==> src/rtl/lcd_pkg.sv <==
// lcd_pkg: shared definitions for the 4-bit character LCD writer.
//   lcd_state_t      FSM state encoding for lcd_nibble_writer
//   LCD_CMD_CLEAR    clear-display command byte
//   LCD_CMD_HOME     return-home command byte
//   needs_long_wait  1 when a latched byte is a slow (clear/home) command
//   max_of           integer maximum, used to size the delay counter
package lcd_pkg;

  typedef enum logic [2:0] {
    ST_IDLE,
    ST_HI_SETUP,
    ST_HI_PULSE,
    ST_HI_GAP,
    ST_LO_SETUP,
    ST_LO_PULSE,
    ST_WAIT
  } lcd_state_t;

  localparam logic [7:0] LCD_CMD_CLEAR = 8'h01;
  localparam logic [7:0] LCD_CMD_HOME  = 8'h02;

  // Clear and home are only slow when sent as commands (RS=0); the same
  // byte values written as characters take the normal wait.
  function automatic logic needs_long_wait(input logic rs, input logic [7:0] data);
    return !rs && ((data == LCD_CMD_CLEAR) || (data == LCD_CMD_HOME));
  endfunction

  function automatic int max_of(input int a, input int b);
    return (a > b) ? a : b;
  endfunction

endpackage

==> src/rtl/lcd_delay_counter.sv <==
// lcd_delay_counter: down-counter shared by all timed FSM states.
//   clk       in   system clock
//   rst       in   asynchronous active-high reset (count cleared)
//   load      in   load load_val this cycle (takes priority over decrement)
//   load_val  in   value to load; a state lasting N cycles loads N-1
//   zero      out  count is zero; the owning state ends this cycle
module lcd_delay_counter #(
  parameter int CNT_W = 8
) (
  input  logic             clk,
  input  logic             rst,
  input  logic             load,
  input  logic [CNT_W-1:0] load_val,
  output logic             zero
);

  logic [CNT_W-1:0] count_q;

  always_ff @(posedge clk or posedge rst) begin
    if (rst) begin
      count_q <= '0;
    end else if (load) begin
      count_q <= load_val;
    end else if (count_q != '0) begin
      count_q <= count_q - 1'b1;
    end
  end

  assign zero = (count_q == '0);

endmodule

==> src/rtl/lcd_nibble_writer.sv <==
// lcd_nibble_writer: writes bytes to a 4-bit HD44780-style LCD (write-only).
// Each accepted byte goes out as high then low nibble, each framed by a timed
// E strobe, followed by a fixed controller busy wait (no busy-flag polling).
//   Clock    in   system clock, rising edge
//   Reset    in   asynchronous active-high reset
//   iData    in   byte to write (command if iRS=0, character if iRS=1)
//   iRS      in   register select for iData
//   iValid   in   request; transfer on a cycle with iValid && oReady
//   oReady   out  high only while idle
//   oLCD_E   out  LCD enable strobe
//   oLCD_RS  out  LCD register select
//   oLCD_RW  out  LCD read/write, tied low
//   oLCD_D   out  LCD data nibble (D7..D4)
module lcd_nibble_writer
  import lcd_pkg::*;
#(
  parameter int SETUP_CYC     = 2,
  parameter int E_HIGH_CYC    = 12,
  parameter int NIB_GAP_CYC   = 50,
  parameter int CMD_WAIT_CYC  = 2000,
  parameter int LONG_WAIT_CYC = 82000
) (
  input  logic       Clock,
  input  logic       Reset,
  input  logic [7:0] iData,
  input  logic       iRS,
  input  logic       iValid,
  output logic       oReady,
  output logic       oLCD_E,
  output logic       oLCD_RS,
  output logic       oLCD_RW,
  output logic [3:0] oLCD_D
);

  localparam int MAX_CYC = max_of(max_of(max_of(SETUP_CYC, E_HIGH_CYC),
                                         max_of(NIB_GAP_CYC, CMD_WAIT_CYC)),
                                  LONG_WAIT_CYC);
  localparam int CNT_W = $clog2(MAX_CYC + 1);

  // A state lasting N cycles loads N-1 on entry and leaves when the count hits 0.
  localparam logic [CNT_W-1:0] SETUP_LD = CNT_W'(SETUP_CYC - 1);
  localparam logic [CNT_W-1:0] E_LD     = CNT_W'(E_HIGH_CYC - 1);
  localparam logic [CNT_W-1:0] GAP_LD   = CNT_W'(NIB_GAP_CYC - 1);
  localparam logic [CNT_W-1:0] CMD_LD   = CNT_W'(CMD_WAIT_CYC - 1);
  localparam logic [CNT_W-1:0] LONG_LD  = CNT_W'(LONG_WAIT_CYC - 1);

  lcd_state_t       state_q, state_d;
  logic [7:0]       data_q;
  logic             rs_q;
  logic             cnt_load;
  logic [CNT_W-1:0] cnt_val;
  logic             cnt_zero;
  logic             accept;
  logic             lo_load;

  lcd_delay_counter #(.CNT_W(CNT_W)) u_delay (
    .clk      (Clock),
    .rst      (Reset),
    .load     (cnt_load),
    .load_val (cnt_val),
    .zero     (cnt_zero)
  );

  always_comb begin
    state_d  = state_q;
    cnt_load = 1'b0;
    cnt_val  = '0;
    accept   = 1'b0;
    lo_load  = 1'b0;
    unique case (state_q)
      ST_IDLE: begin
        if (iValid) begin
          accept   = 1'b1;
          state_d  = ST_HI_SETUP;
          cnt_load = 1'b1;
          cnt_val  = SETUP_LD;
        end
      end
      ST_HI_SETUP: begin
        if (cnt_zero) begin
          state_d  = ST_HI_PULSE;
          cnt_load = 1'b1;
          cnt_val  = E_LD;
        end
      end
      ST_HI_PULSE: begin
        if (cnt_zero) begin
          state_d  = ST_HI_GAP;
          cnt_load = 1'b1;
          cnt_val  = GAP_LD;
        end
      end
      ST_HI_GAP: begin
        if (cnt_zero) begin
          state_d  = ST_LO_SETUP;
          cnt_load = 1'b1;
          cnt_val  = SETUP_LD;
          lo_load  = 1'b1;
        end
      end
      ST_LO_SETUP: begin
        if (cnt_zero) begin
          state_d  = ST_LO_PULSE;
          cnt_load = 1'b1;
          cnt_val  = E_LD;
        end
      end
      ST_LO_PULSE: begin
        if (cnt_zero) begin
          state_d  = ST_WAIT;
          cnt_load = 1'b1;
          cnt_val  = needs_long_wait(rs_q, data_q) ? LONG_LD : CMD_LD;
        end
      end
      ST_WAIT: begin
        if (cnt_zero) begin
          state_d = ST_IDLE;
        end
      end
      default: state_d = ST_IDLE;
    endcase
  end

  // Outputs are registered from the next state so they line up exactly with
  // the state register. D/RS only change on entry to a setup state, where E
  // is already low, so they are stable for the whole strobe and are simply
  // held after the wait until the next accept.
  always_ff @(posedge Clock or posedge Reset) begin
    if (Reset) begin
      state_q <= ST_IDLE;
      data_q  <= '0;
      rs_q    <= 1'b0;
      oReady  <= 1'b1;
      oLCD_E  <= 1'b0;
      oLCD_RS <= 1'b0;
      oLCD_D  <= '0;
    end else begin
      state_q <= state_d;
      oReady  <= (state_d == ST_IDLE);
      oLCD_E  <= (state_d == ST_HI_PULSE) || (state_d == ST_LO_PULSE);
      if (accept) begin
        data_q  <= iData;
        rs_q    <= iRS;
        oLCD_D  <= iData[7:4];
        oLCD_RS <= iRS;
      end else if (lo_load) begin
        oLCD_D  <= data_q[3:0];
      end
    end
  end

  assign oLCD_RW = 1'b0;

endmodule

==> config.mk <==
export PLATFORM = sky130hd
export DESIGN_NAME = lcd_nibble_writer
export DESIGN_NICKNAME = d
export VERILOG_FILES = /design/src/rtl/lcd_pkg.sv /design/src/rtl/lcd_delay_counter.sv /design/src/rtl/lcd_nibble_writer.sv
export SDC_FILE = /design/constraint.sdc
export NUM_CORES = 1
export LEC_CHECK = 0
export ABC_AREA = 1
export BUFFER_PORTS_ARGS = -buffer_cell sky130_fd_sc_hd__buf_2
export CAP_MARGIN = 20
export CORE_UTILIZATION = 45
export DETAILED_ROUTE_END_ITERATION = 10
export MAX_ROUTING_LAYER = met4
export PLACE_DENSITY_LB_ADDON = 0.15
export SYNTH_ARGS = -nofsm -noshare
export SYNTH_HDL_FRONTEND = slang
export SYNTH_HIERARCHICAL = 1
export SYNTH_SLANG_ARGS = --single-unit
==> constraint.sdc <==
create_clock -name Clock -period 5.65 [get_ports Clock]
set_clock_uncertainty 0.1 [all_clocks]
set_input_delay 1.13 -clock Clock [delete_from_list [all_inputs] [get_ports Clock]]
set_output_delay 1.13 -clock Clock [all_outputs]
set_load 0.02 [all_outputs]
-- Yosys cells after proc, flatten, opt, wreduce, memory -nomap -nowiden
Index checks and enable logic that the tools add are counted.
- output and inout port bits: 8
- input bits: 12
- register bits: 35
- logic and storage cells: 54
- add/subtract/negate cells: 1
- eq/ne operators: 10
- reductions and logical operators: 12
- muxes and demuxes: 24
- operators by type and width (operator ; number):
    one-hot mux 17 bit (5 select lines) ; 1
    two-way mux 17 bit ; 4
    two-way mux 3 bit ; 7
    one-hot mux 3 bit (7 select lines) ; 1
    zero test 17 bit ; 1
    nonzero test 17 bit ; 1
    subtractor 17 x 1 -> 17 bit (second input constant) ; 1
    equality test 3 bit (second input constant) ; 4
    two-way mux 4 bit ; 3
    equality test 3 x 2 -> 1 bit (second input constant) ; 3
    equality test 8 x 1 -> 1 bit (second input constant) ; 1
    equality test 8 x 2 -> 1 bit (second input constant) ; 1
    zero test 3 bit ; 2
    two-way mux 1 bit ; 6
    two-way mux 6 bit ; 1
    OR reduction 5 bit ; 1
    nonzero test 2 bit ; 2
    equality test 3 x 1 -> 1 bit (second input constant) ; 1
    logical OR 1 bit ; 2
    one-hot mux 1 bit (2 select lines) ; 1
    OR reduction 2 bit ; 1
    logical AND 1 bit ; 1
    zero test 1 bit ; 1

-- Longest topological paths before layout
Gate-level depths: netlist (run 1).
- depth after elaboration: 7
- gate-level depth with buffers: 19

-- By module
Netlist (run 1), hierarchy kept.
- by module, submodules not included (module ; sequential area each (um2) ; times used ; cells an instance ; area each (um2)):
    lcd_delay_counter ; 425.4 ; 1 ; 157 ; 1142.3
    lcd_nibble_writer ; 451.7 ; 1 ; 117 ; 904.6

-- Worst setup path before layout (run 1)
Ideal clock, no wire load.
- kind: register -> register
- start point: reg u_delay.count_q[0]
- end point: reg u_delay.count_q[14]
- arrival time: 2.316 ns
- stages on the path, launching flop included: 17
- period minus slack after synthesis: 2.536 ns
- path slack: 3.114 ns
- cell sequence: dfrtp_1 > inv_1 > ha_1 > nand2_2 > nor2_8 > nand4_4 > inv_1 > nand2_2 > nor2_1 > inv_1 > nand3b_1 > buf_4 > inv_1 > buf_2 > or2_2 > nand2_1 > nor2_1
- word-level cells in the longest chain between the ends: 4
- RTL lines (element ; line ; RTL):
    from (decl) ; lcd_delay_counter.sv:17 ; logic [CNT_W-1:0] count_q;
    from (signal assigned) ; lcd_delay_counter.sv:23 ; count_q <= load_val;
    from (signal assigned) ; lcd_delay_counter.sv:25 ; count_q <= count_q - 1'b1;
    zero test 17 bit * ; lcd_delay_counter.sv:29 ; assign zero = (count_q == '0);
    named net cnt_zero ; lcd_nibble_writer.sv:52 ; logic cnt_zero;
    two-way mux 1 bit * ; - ;
    one-hot mux 1 bit (2 select lines) * ; lcd_nibble_writer.sv:70 ; unique case (state_q)
    named net cnt_load ; lcd_nibble_writer.sv:50 ; logic cnt_load;
    two-way mux 17 bit / nonzero test 2 bit (equally long branches) ; - ;
The timed path passes the listed nets; every way through them passes the cells marked *. The select of a mux whose other input is x is not followed.
A chain may end at the register's enable or synchronous reset.

-- Worst setup path in the final report (run 1)
- start point: reg u_delay.count_q[0]
- end point: reg u_delay.count_q[15]
Same word-level chain as after synthesis.

==> flow_summary.toml, run 1 <==
[status]
status = "finished, final reports clean"

[clock_network]
clkLatencyLatePin_ns = 0.28
cts-root-buf = "clkbuf_8"
htreeDepth = 2
hold_buffers = 0
cts_buffers = 5
cts.path.max_buffers = 2
cts_resized = 0
cts_num_sinks = 35
cts_tree = "built"
post_cts_buffers = 0
clkTransAtPathRegs_ns = 0.07

[logic_synthesis]
synth-edff-count = 0
muxShareOfSynthArea = 0
ys_ff_latch = 35
synthTopCellsByArea = "dfrtp_1, nand2_1, nor2_1, inv_1, nand3_1"
ys_async_sr_fraction = 1.000
synthCells = 274
synth_top_area_cell = "dfrtp_1"
synthXorXnorAreaFrac = 0.03423
yosysWarnings = 6
synthAdderAreaFrac = 0.006112
yosys.area_share.simple = 0.3698
synth_top_family_by_area = "simple AND/OR/NAND/NOR gates"
synth_common_cells = "nand2_1, dfrtp_1, nor2_1"
syn_area_per_cell_sq_um = 7.471
yosysSeqAreaShare = 0.4285
synthesis.area_sq_um = 2047
synth-compound-area-share = 0.07824
synth_top_area_frac = 0.4156
synth_most_common_cell = "nand2_1"
synth_ff_type = "dfrtp_1"
yosysUniqueCellTypes = 32

[route]
ant_nets = 0
remaining_drc_errors = 0
wl_um = 3880
via_per_inst = 4.709
drt-initial-drc-count = 72
vias = 1648
wl_per_cell_um = 11.09
drt_first_pass_iters = 4

[sta]
setup_viol = 0
rsz0062_at_grt = "no"
drv_slew = 0
setup_tns_ns = 0
layout_min_cycle_time_ns = 3.268
finalCritPeriodShare = 0.5784
whs_ns = 0.3853
final-hold-violation-count = 0
worst_slew_pin_slew_ns = 0.6806
slew_headroom = 0.5449
max_freq_ghz = 0.3060

[critical_path]
crit_arrival_ns = 3.34
cp_slowest_cell = "nand3b_1"
cpMostUsedCell = "inv_1"
slowest_delay_ns = 0.52
critPathMaxFanout = 19
crit_path_start_kind = "flop"
endpoint_kind = "flop"
required_ns = 5.72
path_cells = "inv_1, ha_1, nand2_2, nor2_8, nand4_4, inv_1, inv_1, nor2_1, nand2_1, nand2_1, inv_1, nand3b_1, inv_1, or2_2, nand2_1, nor2_1"
crit_type = "reg2reg"

[power]
p_leak_nw = 1.208
powerDensity_nw_per_um2 = 410.2
power_mw = 0.9280
peakVddDrop_uv = 197.7

[global_route]
track_usage = 0.1928
grt_overflow = 0
grt_max_degree = 20
antenna_found_initial = 0
grt_pass1_wl_um = 7107
grt_pass1_vias = 1592

[min_path]
hold_class = "reg2reg"

[cells_and_area]
finalInstanceArea_sq_um = 2262
fillers = 409
antenna_cells = 0
fin_nets = 310
area_growth_pct = 10.51
drive_gt1_frac = 0.1913

[job]
max-cap-violations = 0

[placement]
placed_area_sq_um = 2171
io_buffer_count = 18
gp_congestion = 0.8114
dpl.hpwl_um = 2929

[floorplanning]
die-area_sq_um = 4823
start_util = 0.4701
die_x_um = 69.45
rows = 24
top_level_ports = 20
fp.coreArea_sq_um = 4354
die_h_um = 69.45
stage by stage:
stage | setup WS [ns] | instances | util
floorplan | 3.114 | 278 | -
global placement | 2.410 | 342 | 0.4986
detailed placement | 2.314 | 342 | 0.4986
CTS | 2.382 | 350 | 0.5195
global route | 2.035 | 350 | 0.5195
finish | 2.382 | 350 | 0.5195
critical path: cells and delay by family, from the launching register on:
family / cells / cell delay [ns]
adders and majority gates: 1 / 0.20
DFF: 1 / 0.38
and+or+nand+nor: 10 / 1.69
buffers and inverters: 5 / 0.80
layer usage:
layer	global-route usage	vias to the layer above	part of all wire
met3	0.04215	8	0.032
li1	-	888	-
met1	0.2356	725	0.49
met5	-	-	0
met2	0.2988	27	0.45
met4	0.1020	0	0.033
state kept, by name (all words and copies together), names as in the netlist:
| register | flops |
|---|---|
| data_q | 8 |
| oLCD_E | 1 |
| rs_q | 1 |
| oLCD_D | 4 |
| oReady | 1 |
| state_q | 3 |
| u_delay/count_q | 17 |
power by group:
part	leakage [nW]	internal (mW)	total (mW)	switching, mW
Combinational	0.727	0.137	0.338	0.202
Sequential	0.433	0.336	0.404	0.0681
Clock	0.0482	0.0983	0.185	0.0871
path summary, 6_finish.rpt:
kind | from | end | slack, ns | cells after the start
max in group asynchronous | Reset | u_delay/count_q[6] | 4.19 | 2
min reg2reg | data_q[6] | data_q[6] | 0.39 | 2
min | data_q[6] | data_q[6] | 0.39 | 2
max | u_delay/count_q[0] | u_delay/count_q[15] | 2.38 | 16
min in group asynchronous | Reset | oLCD_E | 0.84 | 2
max reg2reg | u_delay/count_q[0] | u_delay/count_q[15] | 2.38 | 16
placed cells by master, fill, tap and decap left out, types with 2 or more instances in the layout:
cell type	n
nand2_1	95
dfrtp_1	34
nor2_1	31
inv_1	29
buf_2	18
nand3_1	16
o21ai_2	9
nand2_2	6
o21ai_0	6
clkbuf_8	6
conb_1	5
xnor2_1	5
nor2_2	4
inv_2	3
a21oi_1	3
xor2_1	3
o21ai_1	3
or2_2	3
nand2_4	2
nand3b_1	2
nor3_1	2
o211ai_1	2
nand4_1	2
layout make-up:
type / instances / area (sq um) / share of cell area
multi-input cells: 205 / 1018 / 0.4502
flip-flops and latches: 35 / 877.1 / 0.3877
inverters: 32 / 120.1 / 0.05310
repair buffers: 18 / 90.09 / 0.03982
clock buffers: 7 / 86.33 / 0.03816
well taps: 52 / 65.06 / 0.02876
clock inverters: 1 / 5.005 / 0.002212
logic make-up after synthesis:
family          after synthesis
compound gates               24
xor+xnor                      8
fa+ha+maj                     1
buf+inv                      38
flops                        35
other cells                   1
simple gates                167
(Power assumes the default switching activity.)
==> run 2: changes to the inputs <==
- clock period: 5.65 -> 2.8 ns (I/O delays scaled with it)
==> flow_summary.toml, run 2 (same netlist as run 1, synthesis figures left out) <==
[cells_and_area]
drive_gt1_frac = 0.2046
fin_nets = 315
largest_reg_flops = 17
reg_top3 = "u_delay/count_q: 17 flops, data_q: 8 flops, oLCD_D: 4 flops"
antenna_cells = 0
regMostFlops = "u_delay/count_q"
layout_common_cells = "nand2_1, dfrtp_1, nor2_1, inv_1, buf_2"
stdcell_count = 355
layout_commonest_cell = "nand2_1"
area_growth_pct = 12.10

[clock_network]
cts.path.max_buffers = 2
clkLatencyLatePin_ns = 0.28
cts-root-buf = "clkbuf_8"
cts_num_sinks = 35
htreeDepth = 2
cts_buffers = 5
clkTransAtPathRegs_ns = 0.07
cts_tree = "built"

[route]
ant_nets = 0
vias = 1694
drt_first_pass_iters = 4
drt-initial-drc-count = 49
via_per_inst = 4.772
wl_per_cell_um = 11.57
wl_um = 4108
remaining_drc_errors = 0

[job]
max-cap-violations = 0

[global_route]
grt.busiest_layer = "met2"
grt_pass1_wl_um = 7445
track_usage = 0.2015
use_met3 = 0.03052
antenna_found_initial = 0
use_met1 = 0.2509
grt_pass1_vias = 1685
use_met2 = 0.3269
grt_overflow = 0
grt_max_degree = 19

[sta]
finalCritPeriodShare = 0.9252
rsz0062_at_grt = "no"
worst_slew_pin_slew_ns = 0.6937
max_freq_ghz = 0.3860
drv_slew = 0
layout_min_cycle_time_ns = 2.590
final-hold-violation-count = 0
slew_headroom = 0.5370
whs_ns = 0.2767
setup_ws_ns = 0.2096
setup_tns_ns = 0
setup_viol = 0

[critical_path]
crit_path_start_kind = "flop"
crit_type = "reg2reg"
endpoint_kind = "flop"
required_ns = 2.87
crit_arrival_ns = 2.66
critPathMaxFanout = 7
r2r_cells = 16

[placement]
dpl.hpwl_um = 3059
gp_congestion = 0.8281
io_buffer_count = 18
placedCellCount = 344
place_ws_ns = 0.1782

[floorplanning]
die_h_um = 69.45
rows = 24
die-area_sq_um = 4823
die_x_um = 69.45
fp.coreArea_sq_um = 4354
top_level_ports = 20
start_util = 0.4701

[power]
peakVddDrop_uv = 332.0
p_leak_nw = 1.220
powerDensity_nw_per_um2 = 806.8
power_mw = 1.851

[status]
status = "finished, final reports clean"

[min_path]
hold_class = "in2async"
## run 2: layout make-up
type	instances	area, sq um
Fill cell	426	2059
Multi-Input combinational cell	205	1018
Sequential cell	35	877.1
Timing Repair Buffer	23	127.6
Inverter	32	126.4
Clock buffer	8	80.08
Tap cell	52	65.06
## run 2: final timing paths
check / startpoint / slack [ns] / to
worst min-delay path: Reset / 0.28 / u_delay/count_q[1]
worst max-delay path: u_delay/count_q[0] / 0.21 / u_delay/count_q[13]
min in group Clock: iRS / 0.37 / rs_q
worst max register to register: u_delay/count_q[0] / 0.21 / u_delay/count_q[13]
worst min register to register: data_q[6] / 0.39 / data_q[6]
max in group asynchronous: Reset / 1.87 / oLCD_D[2]
## run 2: power by group
part / internal [mW] / switching [mW] / leakage (nW)
Clock: 0.177 / 0.173 / 0.0395
Sequential: 0.679 / 0.141 / 0.433
Combinational: 0.277 / 0.404 / 0.747
## run 2: layer usage
layer,routed length [um],share of wire
met5,0,0
met4,64,0.016
met2,1943,0.47
met3,124,0.030
met1,1975,0.48
## run 2: critical path, stage by stage (launching register included)
cell        delay, ns
dfrtp_1          0.38
inv_1            0.09
ha_1             0.20
nand2_2          0.13
nor2_8           0.18
nand4_4          0.15
inv_4            0.11
inv_1            0.04
nor2_1           0.07
nand2_1          0.10
nand2_1          0.10
inv_1            0.09
nand3b_1         0.16
clkinvlp_4       0.17
or2_2            0.29
nand2_1          0.07
nor2_1           0.04
## run 2: through the flow
stage	util	cell area [sq um]
global route	0.5270	2295
CTS	0.5204	2266
global placement	0.5020	2186
floorplan	-	2062
detailed placement	0.5020	2186
finish	0.5270	2295
## run 2: what timing repair did
item	CTS	global route
resized for setup	0	3
setup endpoints to repair	0	4
buffers inserted	0	3
hold buffers	0	0
==> run 3: changes to the inputs <==
- clock period: 2.8 -> 2.3 ns (I/O delays scaled with it)
==> flow_summary.toml, run 3 (same netlist as run 1, synthesis figures left out) <==
[clock_network]
clkTransAtPathRegs_ns = 0.08
cts.path.max_buffers = 2
cts_num_sinks = 35
cts-root-buf = "clkbuf_8"
cts_buffers = 5
cts_tree = "built"
hold_buffers = 0
htreeDepth = 2
clkLatencyLatePin_ns = 0.29

[floorplanning]
die_h_um = 69.45
top_level_ports = 20
rows = 24
start_util = 0.4701
die-area_sq_um = 4823
fp.coreArea_sq_um = 4354
die_x_um = 69.45

[job]
max-cap-violations = 0

[global_route]
grt_max_degree = 19
grt_pass1_wl_um = 7783
antenna_found_initial = 0
grt_pass1_vias = 1686
grt_overflow = 0
track_usage = 0.2108

[power]
p_leak_nw = 1.332
peakVddDrop_uv = 459.4
powerDensity_nw_per_um2 = 1007

[sta]
drv_slew = 0
finalCritPeriodShare = 0.9387
worst_slew_pin_slew_ns = 0.7336
setup_ws_ns = 0.1410
final-hold-violation-count = 0
whs_ns = 0.1769
slew_headroom = 0.5104
layout_min_cycle_time_ns = 2.159
setup_viol = 0
max_freq_ghz = 0.4632

[cells_and_area]
largest_reg_flops = 17
layout_common_cells = "nand2_1, dfrtp_1, nor2_1, inv_1, buf_4"
regMostFlops = "u_delay/count_q"
reg_top3 = "u_delay/count_q: 17 flops, data_q: 8 flops, oLCD_D: 4 flops"
layout_commonest_cell = "nand2_1"
area_growth_pct = 21.88
finalInstanceArea_sq_um = 2495
fin_nets = 333
antenna_cells = 0
drive_gt1_frac = 0.2897

[critical_path]
critPathMaxFanout = 7
crit_arrival_ns = 2.23
endpoint_kind = "flop"
crit_path_start_kind = "flop"
crit_type = "reg2reg"
required_ns = 2.37

[placement]
placed_area_sq_um = 2297
io_buffer_count = 18
gp_congestion = 0.8601
dpl.hpwl_um = 3251
place_ws_ns = 0.1261

[route]
wl_per_cell_um = 11.77
remaining_drc_errors = 0
ant_nets = 0
vias = 1774
drt_first_pass_iters = 4
drt-initial-drc-count = 93
via_per_inst = 4.756
wl_um = 4391

[min_path]
hold_class = "in2async"

[status]
status = "finished, final reports clean"
## run 3: cell types whose count changed in the layout (fill, tap and decap cells not counted), sizes merged
cell	before	now
inv	31	32
clkinvlp	1	0
buf	23	41
## run 3: metal layers
metal  wire length (um)  part of all wire  track usage  vias to the layer above
li1                   -                 -            -                      936
met1               2075              0.47       0.2751                      801
met2               2120              0.48       0.3323                       33
met3                136             0.031      0.03924                        4
met4                 59             0.013      0.06803                        0
met5                  0                 0            -                        -
## run 3: final cells by class
class / instances / area [sq um]
clock buffers: 8 / 100.1
fillers: 409 / 1859
repair buffers: 41 / 282.8
inverters: 32 / 120.1
multi-input cells: 205 / 1050
well taps: 52 / 65.06
flip-flops and latches: 35 / 877.1
## run 3: timing repair
action / 4_1_cts / 5_1_grt
endpoints found under the hold margin: 0 / 0
gates resized for setup: 0 / 6
setup endpoints to repair: 0 / 10
buffers inserted: 0 / 10
## run 3: stage by stage
stage	utilization	TNS [ns]	power, mW	instances
after floorplan	-	0	1.703	278
after global placement	0.5276	0	1.938	355
after detailed placement	0.5276	0	1.962	355
after CTS	0.5506	0	2.475	363
after global routing	0.5730	-0.01033	2.721	373
final	0.5730	0	2.512	373
## run 3: worst paths after layout
path | slack [ns] | end | depth (start not counted) | start
min in group Clock | 0.27 | data_q[3] | 3 | iData[3]
max reg2reg | 0.14 | u_delay/count_q[15] | 15 | u_delay/count_q[2]
max in group asynchronous | 1.44 | u_delay/count_q[7] | 2 | Reset
max | 0.14 | u_delay/count_q[15] | 15 | u_delay/count_q[2]
min | 0.18 | oLCD_D[2] | 2 | Reset
min reg2reg | 0.39 | data_q[7] | 2 | data_q[7]
## run 3: critical path: stages (launching register included)
cell and delay, ns:
dfrtp_1 0.42, nor2_1 0.19, nand2_4 0.10, nor2_8 0.10, nand4_4 0.09, inv_2 0.10
inv_1 0.04, nor2_1 0.08, nand2_1 0.07, nand2_1 0.10, inv_2 0.05, nand3b_1 0.13
inv_2 0.10, or2_2 0.28, nand2_1 0.06, nor2_1 0.04
## run 3: report_power, final
part	switching, mW	internal (mW)
Clock	0.231	0.274
Combinational	0.567	0.459
Sequential	0.156	0.825
Total	0.954	1.56
